## config.mk

```make
export PLATFORM = sky130hd
export DESIGN_NAME = dmem_port_arbiter
export DESIGN_NICKNAME = d
export VERILOG_FILES = /design/src/rtl/dmem_port_arbiter.sv
export SDC_FILE = /design/constraint.sdc
export NUM_CORES = 1
export LEC_CHECK = 0
export ABC_AREA = 1
export BUFFER_PORTS_ARGS = -buffer_cell sky130_fd_sc_hd__buf_4
export CELL_PAD_IN_SITES_DETAIL_PLACEMENT = 1
export CELL_PAD_IN_SITES_GLOBAL_PLACEMENT = 2
export CORE_MARGIN = 2
export CORE_UTILIZATION = 20
export CTS_CLUSTER_DIAMETER = 30
export DETAILED_ROUTE_END_ITERATION = 7
export GPL_TIMING_DRIVEN = 0
export PLACE_DENSITY = 0.73
export SLEW_MARGIN = 25
export SYNTH_ARGS = -nofsm -noshare
export SYNTH_HDL_FRONTEND = slang
export SYNTH_SLANG_ARGS = --single-unit
```

## constraint.sdc

```tcl
create_clock -name clk -period 1.4 [get_ports clk]
set_input_delay 0.28 -clock clk [delete_from_list [all_inputs] [get_ports clk]]
set_output_delay 0.28 -clock clk [all_outputs]
set_load 0.02 [all_outputs]
```

## src/rtl/dmem_port_arbiter.sv

```systemverilog
// Shares the data-RAM port between the core (absolute priority) and one external requester. Optional abort: DMEM_ARB_TIMEOUT_EN.
// Latency: core path is combinational; an ext access lands 1 cycle after ext_req if the core is idle, and ext_ack follows 1 cycle later.
// Backpressure: the core is never stalled; ext_req is held until ext_ack, and every core access while pending adds one cycle.
module dmem_port_arbiter #(
    parameter int TO_W    = 8,
    parameter int TIMEOUT = 200
) (
    input  logic        clk,
    input  logic        rst_n,
    input  logic        core_W_en,
    input  logic        core_R_en,
    input  logic [2:0]  core_RW_type,
    input  logic [31:0] core_ram_addr,
    input  logic [31:0] core_store_data,
    output logic [31:0] core_load_data,
    input  logic        ext_req,
    input  logic        ext_we,
    input  logic [2:0]  ext_type,
    input  logic [31:0] ext_addr,
    input  logic [31:0] ext_wdata,
    output logic        ext_ack,
    output logic [31:0] ext_rdata,
    output logic        ext_err,
    output logic        ext_busy,
    output logic        W_en,
    output logic        R_en,
    output logic [2:0]  RW_type,
    output logic [31:0] ram_addr,
    output logic [31:0] store_data,
    input  logic [31:0] load_data
);

    typedef enum logic [1:0] {IDLE, PEND, DONE} state_t;

    state_t      state;
    state_t      state_nxt;
    logic        core_act;
    logic        ext_grant;
    logic        timeout_hit;
    logic        ext_we_q;
    logic [2:0]  ext_type_q;
    logic [31:0] ext_addr_q;
    logic [31:0] ext_wdata_q;

    // A timeout that the counter can never reach would silently disable the abort.
    if (TIMEOUT < 1 || TIMEOUT > (2 ** TO_W) - 1) begin : g_bad_timeout
        $error("dmem_port_arbiter: TIMEOUT must be in 1..2^TO_W-1");
    end

    assign core_act       = core_W_en | core_R_en;
    assign ext_grant      = (state == PEND) && !core_act;
    assign ext_ack        = (state == DONE);
    assign ext_busy       = (state != IDLE);
    assign core_load_data = load_data;

`ifdef DMEM_ARB_TIMEOUT_EN
    logic [TO_W-1:0] wait_cnt;
    logic            ext_err_q;

    // Abort only when the core takes yet another cycle after TIMEOUT-1 blocked ones.
    assign timeout_hit = (state == PEND) && core_act && (wait_cnt == TO_W'(TIMEOUT - 1));
    assign ext_err     = ext_err_q && (state == DONE);

    // Saturating count of core-blocked cycles; error flag lives for the DONE cycle only.
    always_ff @(posedge clk or negedge rst_n) begin
        if (!rst_n) begin
            wait_cnt  <= '0;
            ext_err_q <= 1'b0;
        end else begin
            if (state == IDLE && ext_req) begin
                wait_cnt <= '0;
            end else if (state == PEND && core_act && wait_cnt != {TO_W{1'b1}}) begin
                wait_cnt <= wait_cnt + TO_W'(1);
            end
            if (state == DONE) begin
                ext_err_q <= 1'b0;
            end else if (timeout_hit) begin
                ext_err_q <= 1'b1;
            end
        end
    end
`else
    assign timeout_hit = 1'b0;
    assign ext_err     = 1'b0;
`endif

    // State register.
    always_ff @(posedge clk or negedge rst_n) begin
        if (!rst_n) begin
            state <= IDLE;
        end else begin
            state <= state_nxt;
        end
    end

    // Next state and RAM port mux: the core passes through unless the ext request is granted.
    always_comb begin
        state_nxt  = state;
        W_en       = core_W_en;
        R_en       = core_R_en;
        RW_type    = core_RW_type;
        ram_addr   = core_ram_addr;
        store_data = core_store_data;
        case (state)
            IDLE:    if (ext_req) state_nxt = PEND;
            PEND:    if (ext_grant || timeout_hit) state_nxt = DONE;
            DONE:    state_nxt = IDLE;
            default: state_nxt = IDLE;
        endcase
        if (ext_grant) begin
            W_en       = ext_we_q;
            R_en       = !ext_we_q;
            RW_type    = ext_type_q;
            ram_addr   = ext_addr_q;
            store_data = ext_wdata_q;
        end
    end

    // Request latch on acceptance, and read-data capture in the granted cycle.
    always_ff @(posedge clk or negedge rst_n) begin
        if (!rst_n) begin
            ext_we_q    <= 1'b0;
            ext_type_q  <= 3'b000;
            ext_addr_q  <= 32'h0;
            ext_wdata_q <= 32'h0;
            ext_rdata   <= 32'h0;
        end else begin
            if (state == IDLE && ext_req) begin
                ext_we_q    <= ext_we;
                ext_type_q  <= ext_type;
                ext_addr_q  <= ext_addr;
                ext_wdata_q <= ext_wdata;
            end
            if (ext_grant && !ext_we_q) begin
                ext_rdata <= load_data;
            end
        end
    end

endmodule

```

## Yosys cells after proc, flatten, opt, wreduce, memory -nomap -nowiden

Cells that the tools add are included.

- Bits in registers: 102
- Latch bits: 0
- Bits in writable memories: 0
- Memory bits (read-only): 0
- Bits of input ports: 172
- Output and inout bits: 136
- Word-level logic and storage cells: 27
- Memories kept: 0

- $add $sub $neg: 0
- Multiply operators: 0
- Divide/modulo/power cells: 0
- $lt $le $gt $ge: 0
- Eq/ne operators: 4
- Shift-type cells: 0
- Mux-type cells: 8
- Bitwise operators: 1
- Reduce and logical (&&, ||, !) cells: 8

Operators by type and width:

| operator | count |
|---|---|
| $mux W32 | 2 |
| $mux W2 | 2 |
| $ne A2 B2 Y1 const B | 2 |
| $pmux W2 S2 | 1 |
| $logic_and A1 B1 Y1 | 3 |
| $mux W3 | 1 |
| $eq A2 B1 Y1 const B | 1 |
| $eq A2 B2 Y1 const B | 1 |
| $logic_not A1 Y1 | 2 |
| $logic_not A2 Y1 | 1 |
| $mux W1 | 2 |
| $reduce_and A2 Y1 | 1 |
| $reduce_bool A2 Y1 | 1 |
| $or A1 B1 Y1 | 1 |

## Longest topological paths before layout

Gate-level depths: netlist of run 1.

- Word-level depth: 5
- Mapped depth: 8
- Mapped depth without buffers: 6

## Least setup slack after synthesis of run 1

No wires, ideal clock.

- Kind: register to output
- Start: register state[1]
- End: output port W_en
- Data arrival time: 1.251 ns
- Required time: 1.120 ns
- Path slack: -0.131 ns
- Cell stages (with the launch flop): 5
- Path buffers: 1
- Cells stage by stage: dfrtp_1 -> nor2_4 -> nand2_2 -> clkbuf_1 -> o21bai_1

- Longest elaborated chain between the ends: 3

RTL lines:

| item | line | text |
|---|---|---|
| from (decl) | 35 | `state_t state;` |
| from (signal assigned) | 92 | `state <= state_nxt;` |
| $eq A2 B1 Y1 | 51 | `assign ext_grant = (state == PEND) && !core_act;` |
| $logic_and A1 B1 Y1 | 51 |  |
| $mux W1 | 110 | `if (ext_grant) begin` |
| to (decl) | 25 | `output logic W_en,` |

Every way passes these cells.

## Worst setup path in the final report of run 1

- Start: register state[0]
- End: output port ram_addr[7]

- Longest elaborated chain between the ends: 3

RTL lines:

| item | line | text |
|---|---|---|
| $eq A2 B1 Y1 | 51 |  |
| $logic_and A1 B1 Y1 | 51 |  |
| $mux W32 | 110 |  |
| to (decl) | 28 | `output logic [31:0] ram_addr,` |

Every way passes these cells.

==> summary.txt, run 1 <==
Timing
  – Time the worst path needs with I/O delays and setup: 1.99 ns
  – RSZ-0062 raised after global routing: yes
  – Fin. Hold Viols: 0
  – Final worst slack: -0.590 ns
  – Max Clk Rate: 0.503 GHz
  – Tcrit/Tclk final: 142%
  – Worst relative slew slack: 57.8%
  – Worst-margin pin slew: 0.633 ns
  – Fin. max-slew vios: 0
  – Setup_tns: -61.27 ns
  – # setup viols final: 168
  – Clock Skews: 0.00638 ns

Clock tree
  – CTS clk-pin slew, worst paths: 0.07 ns
  – CTS Buf Count: 9
  – CTS tree: done
  – Maximum clock insertion buffer count: 2
  – H-tree depth: 3
  – Clock Sinks: 102
  – Root Driver: clkbuf_16
  – Clock latency on the worst-skew pair: 0.35 ns

Drt
  – Drc violations: 0
  – ANT nets after route: 0
  – Post-Route WL: 21900 µm
  – Vias per inst: 4.17
  – First-pass DRT Iterations: 4
  – Vias post-DR: 5749
  – WL/cell: 15.9 µm
  – Initial drt markers: 147

Yosys
  – Synth Warn #: 0
  – Flops & latches, synth: 102
  – Mapped cell area: 5140 µm²
  – Register area share after synthesis: 49.6%
  – Top cells by area, synth: dfrtp_1 (50%), nand2_1 (29%), nand3_1 (6.7%), buf_4 (5.3%), nand4_1 (3.9%)
  – Synth unique cells: 18
  – Syn Inst Count: 702
  – Syn nets: 874
  – Syn Area/Cell: 7.33 µm²
  – Synth top area share: 49.6%
  – Area leader, netlist: dfrtp_1

Floorplanning
  – Number of cell rows: 58
  – Core area: 25200 µm²
  – IO Pins: 308
  – Die ar.: 27000 µm²
  – Starting density of the core: 20.4%
  – Horiz. Die Dim: 164 µm
  – Die height: 164 µm

Global routing
  – Vias in the first global route: 6051
  – GRT overflow: 0
  – First-pass GRT wire length: 32800 µm
  – Initial antenna violation count: 0
  – Largest net degree at the start of global routing: 54
  – Total GRT Usage: 15.8%

Worst setup path
  – Crit path arrival time: 1.71 ns
  – Reg-to-Reg End: ext_addr_q[15]
  – RR Startpoint: state[1]
  – Setup crit end: ram_addr[7]
  – CP Capture Type: output pin
  – CP max-delay cell: dfrtp_1
  – Crit path top cell by count: nand2_2
  – Crit-path leading delay family: buffers and inverters
  – WP buf/inv: 5
  – Stages on worst setup path: 9
  – Worst reg2reg path depth: 6
  – CP Data Required Time: 1.12 ns
  – Critical path type: register to output pin
  – Internal reg-to-reg setup slack: -0.40 ns
  – Slowest stage delay, CP: 0.39 ns
  – Crit path cell chain: inv_2 > nor2_4 > nand2_4 > clkinv_8 > buf_12 > clkbuf_16 > nand2_2 > nand2_2 > buf_6
  – Crit. Startpoint: state[0]
  – CP startpoint kind: register
  – Worst-path maximum fanout: 7

Placed design
  – Dpl ws: -0.620 ns
  – Cells after DPL: 1338
  – Port Buffers: 305
  – Routability cong.: 0.769
  – DPL Wire Length: 16700 µm

Cells and area
  – Layout cells sized above 1: 51.5%
  – Filler instances: 3004
  – Commonest non-fill, non-tap cells in the layout: buf_4 (292), nand2_1 (280), nand2_2 (104)
  – Antenna cells: 0
  – Commonest non-fill, non-tap cell in the layout: buf_4
  – Finished Layout Cells: 1379
  – P&R area growth vs syn: 81.9%
  – Fin nets: 1216

Power
  – Final Total Pwr: 15.4 mW
  – VDD IR max: 0.685 mV
  – Cell Pwr Density: 1650 nW/µm²
  – Leak pwr: 5.16 nW

Hold path
  – Hold Path Class: input pin to register

Job
  – Max-Cap Viols: 0

Status
  – Outcome: finished with violations
  – Violated checks: negative setup slack
==> tightest hold or removal path: stages <==
cell and delay, ns:
buf_4 0.08, nand3_1 0.06, nand2_1 0.06
==> logic make-up (layout without fill, tap and decap cells) <==
| logic type | count (synthesis) | count (layout) | share of synthesized area [%] |
|---|---|---|---|
| AND/OR/NAND/NOR | 510 | 510 | 40.8 |
| flip-flops | 102 | 102 | 49.6 |
| buffers and inverters | 87 | 434 | 9.29 |
| AO/OA/AOI/OAI | 2 | 2 | 0.243 |
| other | 1 | 1 | 0.0729 |
==> registers in the layout, summed over array words and instances (netlist names) <==
name         flops
ext_addr_q      32
ext_rdata       32
ext_wdata_q     32
ext_type_q       3
state            2
ext_we_q         1
==> power by group <==
part / internal (mW) / leakage (nW) / switching [mW]
sequential: 4.33 / 1.26 / 0.986
combinational: 3.23 / 3.75 / 4.22
clock: 1.41 / 0.141 / 1.21
total: 8.98 / 5.16 / 6.41
==> worst min path at each step <==
| stage | from | end | slack, ns | depth (start not counted) |
|---|---|---|---|---|
| 3_5_place_dp | rst_n | ext_rdata[10] | 0.26 | 1 |
| 5_1_grt | ext_wdata[20] | ext_wdata_q[20] | 0.15 | 3 |
| 2_1_floorplan | rst_n | ext_addr_q[0] | -0.02 | 0 |
| 4_1_cts | ext_wdata[20] | ext_wdata_q[20] | 0.14 | 3 |
| 3_3_place_gp | ext_type_q[0] | ext_type_q[0] | 0.45 | 2 |
| 6_report | ext_type[1] | ext_type_q[1] | 0.16 | 3 |
==> synth_stat cells, drive strengths merged <==
library cell / instances
buf: 51
clkbuf: 30
clkinv: 1
conb: 1
dfrtp: 102
inv: 5
nand2: 405
nand3: 69
nand4: 32
nor2: 4
o21ai: 1
o21bai: 1
==> final cells by class <==
class	instances	area, µm²	share of cell area, %
multi-input cells	513	2550	27.3
plain buffers	80	596	6.37
clock inverters	5	63.8	0.682
repair buffers	332	2910	31.1
clock buffers	11	233	2.49
inverters	6	38.8	0.415
flip-flops and latches	102	2550	27.3
well taps	330	413	4.41
==> through the flow <==
stage / util (%) / hold WS (ns) / cell area [µm²]
2_1_floorplan: - / -0.0156 / 5340
3_3_place_gp: 31.9 / 0.453 / 8040
3_5_place_dp: 32.0 / 0.265 / 8070
4_1_cts: 34.8 / 0.139 / 8770
5_1_grt: 37.1 / 0.147 / 9350
6_report: 37.1 / 0.160 / 9350
==> layer usage <==
layer  GRT usage, %  wire, µm
met4           2.99       121
met1           18.9      9040
met3           6.36      2170
met2           26.9     10600
met5              0         0
==> what timing repair did <==
item / CTS / global route
endpoints found under the setup margin: 169 / 169
hold buffers: 1 / 0
endpoints found under the hold margin: 49 / 0
pin swaps: 1 / 15
gates cloned: 2 / 4
buffers inserted: 9 / 10
resized for setup: 83 / 124
Power figures use the tool's default switching activity.
==> run 2, diff against run 1 <==
==> constraint.sdc (replaced) <==
create_clock -name clk -period 1.4 [get_ports clk]
set_input_delay 0.07 -clock clk [delete_from_list [all_inputs] [get_ports clk]]
set_output_delay 0.07 -clock clk [all_outputs]
set_load 0.02 [all_outputs]
==> run 2 against run 1 <==
The run ends with negative hold slack, negative setup slack left. Global-route usage grew 1.6 points. Critical path depth shrank 1. Clock skew grew 0.0032 ns. Via count grew 10%. Register-to-register slack gained 0.25 ns. Clock power shrank 4%. Fmax grew 13%. Largest power group unchanged.
==> summary.txt, run 2 (synthesized netlist as in run 1, its figures left out) <==
Global routing
  – Met1 usage: 21.0% (was 18.9%)
  – GRT overflow: 0 (unchanged)
  – Total GRT Usage: 17.4% (was 15.8%)
  – First-pass GRT wire length: 36400 µm (was 32800 µm)
  – Largest net degree at the start of global routing: 67 (was 54)
  – GR peak layer: met2 (unchanged)
  – Met3 Resource Use GR: 4.87% (was 6.36%)
  – Vias in the first global route: 6806 (was 6051)
  – Initial antenna violation count: 1 (was 0)
  – Grt met2 use: 30.8% (was 26.9%)

Clock tree
  – CTS clk-pin slew, worst paths: 0.07 ns (about the same)
  – Clock latency on the worst-skew pair: 0.36 ns (was 0.35 ns)
  – CTS Buf Count: 9 (unchanged)
  – Root Driver: clkbuf_16 (unchanged)
  – H-tree depth: 3 (unchanged)
  – CTS tree: done (unchanged)
  – Clock Sinks: 102 (unchanged)
  – Maximum clock insertion buffer count: 2 (unchanged)

Floorplanning
  – Starting density of the core: 20.4% (unchanged)
  – Horiz. Die Dim: 164 µm (unchanged)
  – Die height: 164 µm (unchanged)
  – Die ar.: 27000 µm² (unchanged)
  – Number of cell rows: 58 (unchanged)
  – IO Pins: 308 (unchanged)
  – Core area: 25200 µm² (unchanged)

Drt
  – WL/cell: 16.1 µm (was 15.9 µm)
  – Initial drt markers: 184 (was 147)
  – First-pass DRT Iterations: 4 (unchanged)
  – ANT nets after route: 0 (unchanged)
  – Post-Route WL: 24000 µm (was 21900 µm)
  – Vias per inst: 4.25 (was 4.17)
  – Vias post-DR: 6325 (was 5749)
  – Drc violations: 0 (unchanged)

Worst setup path
  – CP Data Required Time: 1.33 ns (was 1.12 ns)
  – CP Capture Type: output pin (unchanged)
  – Reg-to-Reg End: ext_we_q (was ext_addr_q[15])
  – Worst-path maximum fanout: 8 (was 7)
  – Worst reg2reg path depth: 8 (was 6)
  – RR Startpoint: state[1] (unchanged)
  – Critical path type: register to output pin (unchanged)
  – Crit. Startpoint: state[1] (was state[0])
  – Internal reg-to-reg setup slack: -0.15 ns (was -0.40 ns)
  – CP startpoint kind: register (unchanged)
  – Crit path arrival time: 1.69 ns (was 1.71 ns)

Placed design
  – Dpl ws: -0.533 ns (was -0.620 ns)
  – Port Buffers: 305 (unchanged)
  – DPL Wire Length: 16600 µm (was 16700 µm)
  – Routability cong.: 0.744 (was 0.769)

Power
  – Cell Pwr Density: 1530 nW/µm² (was 1650 nW/µm²)
  – Sequential share of power: 32.9% (was 34.6%)
  – Psw: 6.88 mW (was 6.41 mW)
  – Clock power share: 15.3% (was 17.0%)
  – Sw frac: 41.9% (was 41.7%)
  – VDD IR max: 0.625 mV (was 0.685 mV)
  – Int Pwr: 9.52 mW (was 8.98 mW)
  – Leak pwr: 5.86 nW (was 5.16 nW)
  – Gate power share: 51.8% (was 48.4%)

Timing
  – RSZ-0062 raised after global routing: yes (unchanged)
  – Clock Skews: 0.00961 ns (was 0.00638 ns)
  – Setup_tns: -30.51 ns (was -61.27 ns)
  – Tcrit/Tclk final: 126% (was 142%)
  – # setup viols final: 148 (was 168)
  – Fin. Hold Viols: 1 (was 0)
  – Worst hold margin: -0.00674 ns (was 0.160 ns)
  – Time the worst path needs with I/O delays and setup: 1.76 ns (was 1.99 ns)
  – Max Clk Rate: 0.567 GHz (was 0.503 GHz)
  – Worst-margin pin slew: 0.638 ns (was 0.633 ns)
  – Final worst slack: -0.364 ns (was -0.590 ns)
  – Fin. max-slew vios: 0 (unchanged)
  – Worst relative slew slack: 57.4% (was 57.8%)

Cells and area
  – Layout cells sized above 1: 47.5% (was 51.5%)
  – P&R area growth vs syn: 108% (was 81.9%)
  – Commonest non-fill, non-tap cell in the layout: nand2_1 (was buf_4)
  – Filler instances: 2977 (was 3004)
  – Commonest non-fill, non-tap cells in the layout: nand2_1 (289), buf_4 (282), dfrtp_1 (101) (was buf_4 (292), nand2_1 (280), nand2_2 (104))
  – Leading registers by flop count: ext_addr_q: 32 flops, ext_rdata: 32 flops, ext_wdata_q: 32 flops (unchanged)
  – Fin nets: 1324 (was 1216)

Job
  – Max-Cap Viols: 0 (unchanged)

Hold path
  – Hold Path Origin: core_W_en (was ext_type[1])
  – Hold Path Class: input pin to register (unchanged)
  – Hold Path Depth: 3 (unchanged)
  – Hold Crit Endpoint: state[0] (was ext_type_q[1])

Status
  – Violated checks: negative hold slack, negative setup slack (was negative setup slack)
  – Outcome: finished with violations (unchanged)
[run 2: cell types whose count changed in the layout (fill, tap and decap cells not counted), sizes merged]
cell / previous run / this run
dlygate4sd3: 1 / 99
buf: 383 / 391
nand2: 405 / 406
clkinv: 1 / 4
bufinv: 1 / 0
diode: 0 / 1
clkbuf: 39 / 38
[run 2: final cells by class]
class	count	area [µm²]	area share [%]
diodes	1	2.50	0.0234
repair buffers	438	4020	37.6
well taps	330	413	3.86
inverters	6	36.3	0.339
clock inverters	7	55.1	0.514
multi-input cells	514	2630	24.5
plain buffers	81	769	7.19
flip-flops and latches	102	2550	23.9
clock buffers	9	225	2.10
[run 2: worst max path at each step]
stage / endpoint / slack (ns)
6_report: ram_addr[11] / -0.36
5_1_grt: ram_addr[13] / -0.45
4_1_cts: ram_addr[2] / -0.40
3_5_place_dp: ext_addr_q[16] / -0.53
3_3_place_gp: ext_addr_q[23] / -0.52
2_1_floorplan: W_en / 0.08
[run 2: metal layers]
layer  routed length, µm  vias up
li1                    -     3091
met1                9980     3019
met2               12100      204
met3                1770       11
met4                 218        0
met5                   0        -
[run 2: critical path: stages, from the launching register on]
cell	delay, ns
dfrtp_2	0.43
nor2_4	0.17
nand2_8	0.12
clkinv_8	0.10
buf_12	0.14
buf_12	0.14
nand2_4	0.05
nand2_2	0.07
buf_6	0.11
[run 2: through the flow]
step                      util (%)  instances  hold WS, ns  total power, mW  instance area, µm²
after floorplan                  -        702       -0.226             8.60                5140
after global placement        31.2       1337        0.302             11.4                7850
after CTS                     40.4       1479      -0.0141             16.0               10200
after detailed placement      31.3       1338      0.00212             11.6                7880
final                         42.5       1488     -0.00674             16.4               10700
after global routing          42.5       1488       0.0184             17.6               10700
[run 2: timing repair]
action	CTS	global route
resized for setup	219	126
buffers inserted	19	3
cloned	8	4
hold buffers	98	1
pin swaps	25	49
endpoints found under the hold margin	134	1
endpoints found under the setup margin	169	168
[run 2: power groups by stage]
stage / Clock, mW / Sequential, mW / Combinational [mW]
2_1_floorplan: 0 / 5.50 / 3.10
6_report: 2.52 / 5.40 / 8.49
5_1_grt: 2.72 / 5.58 / 9.33
3_3_place_gp: 0 / 5.09 / 6.34
4_1_cts: 2.62 / 5.26 / 8.08
3_5_place_dp: 0 / 5.16 / 6.41
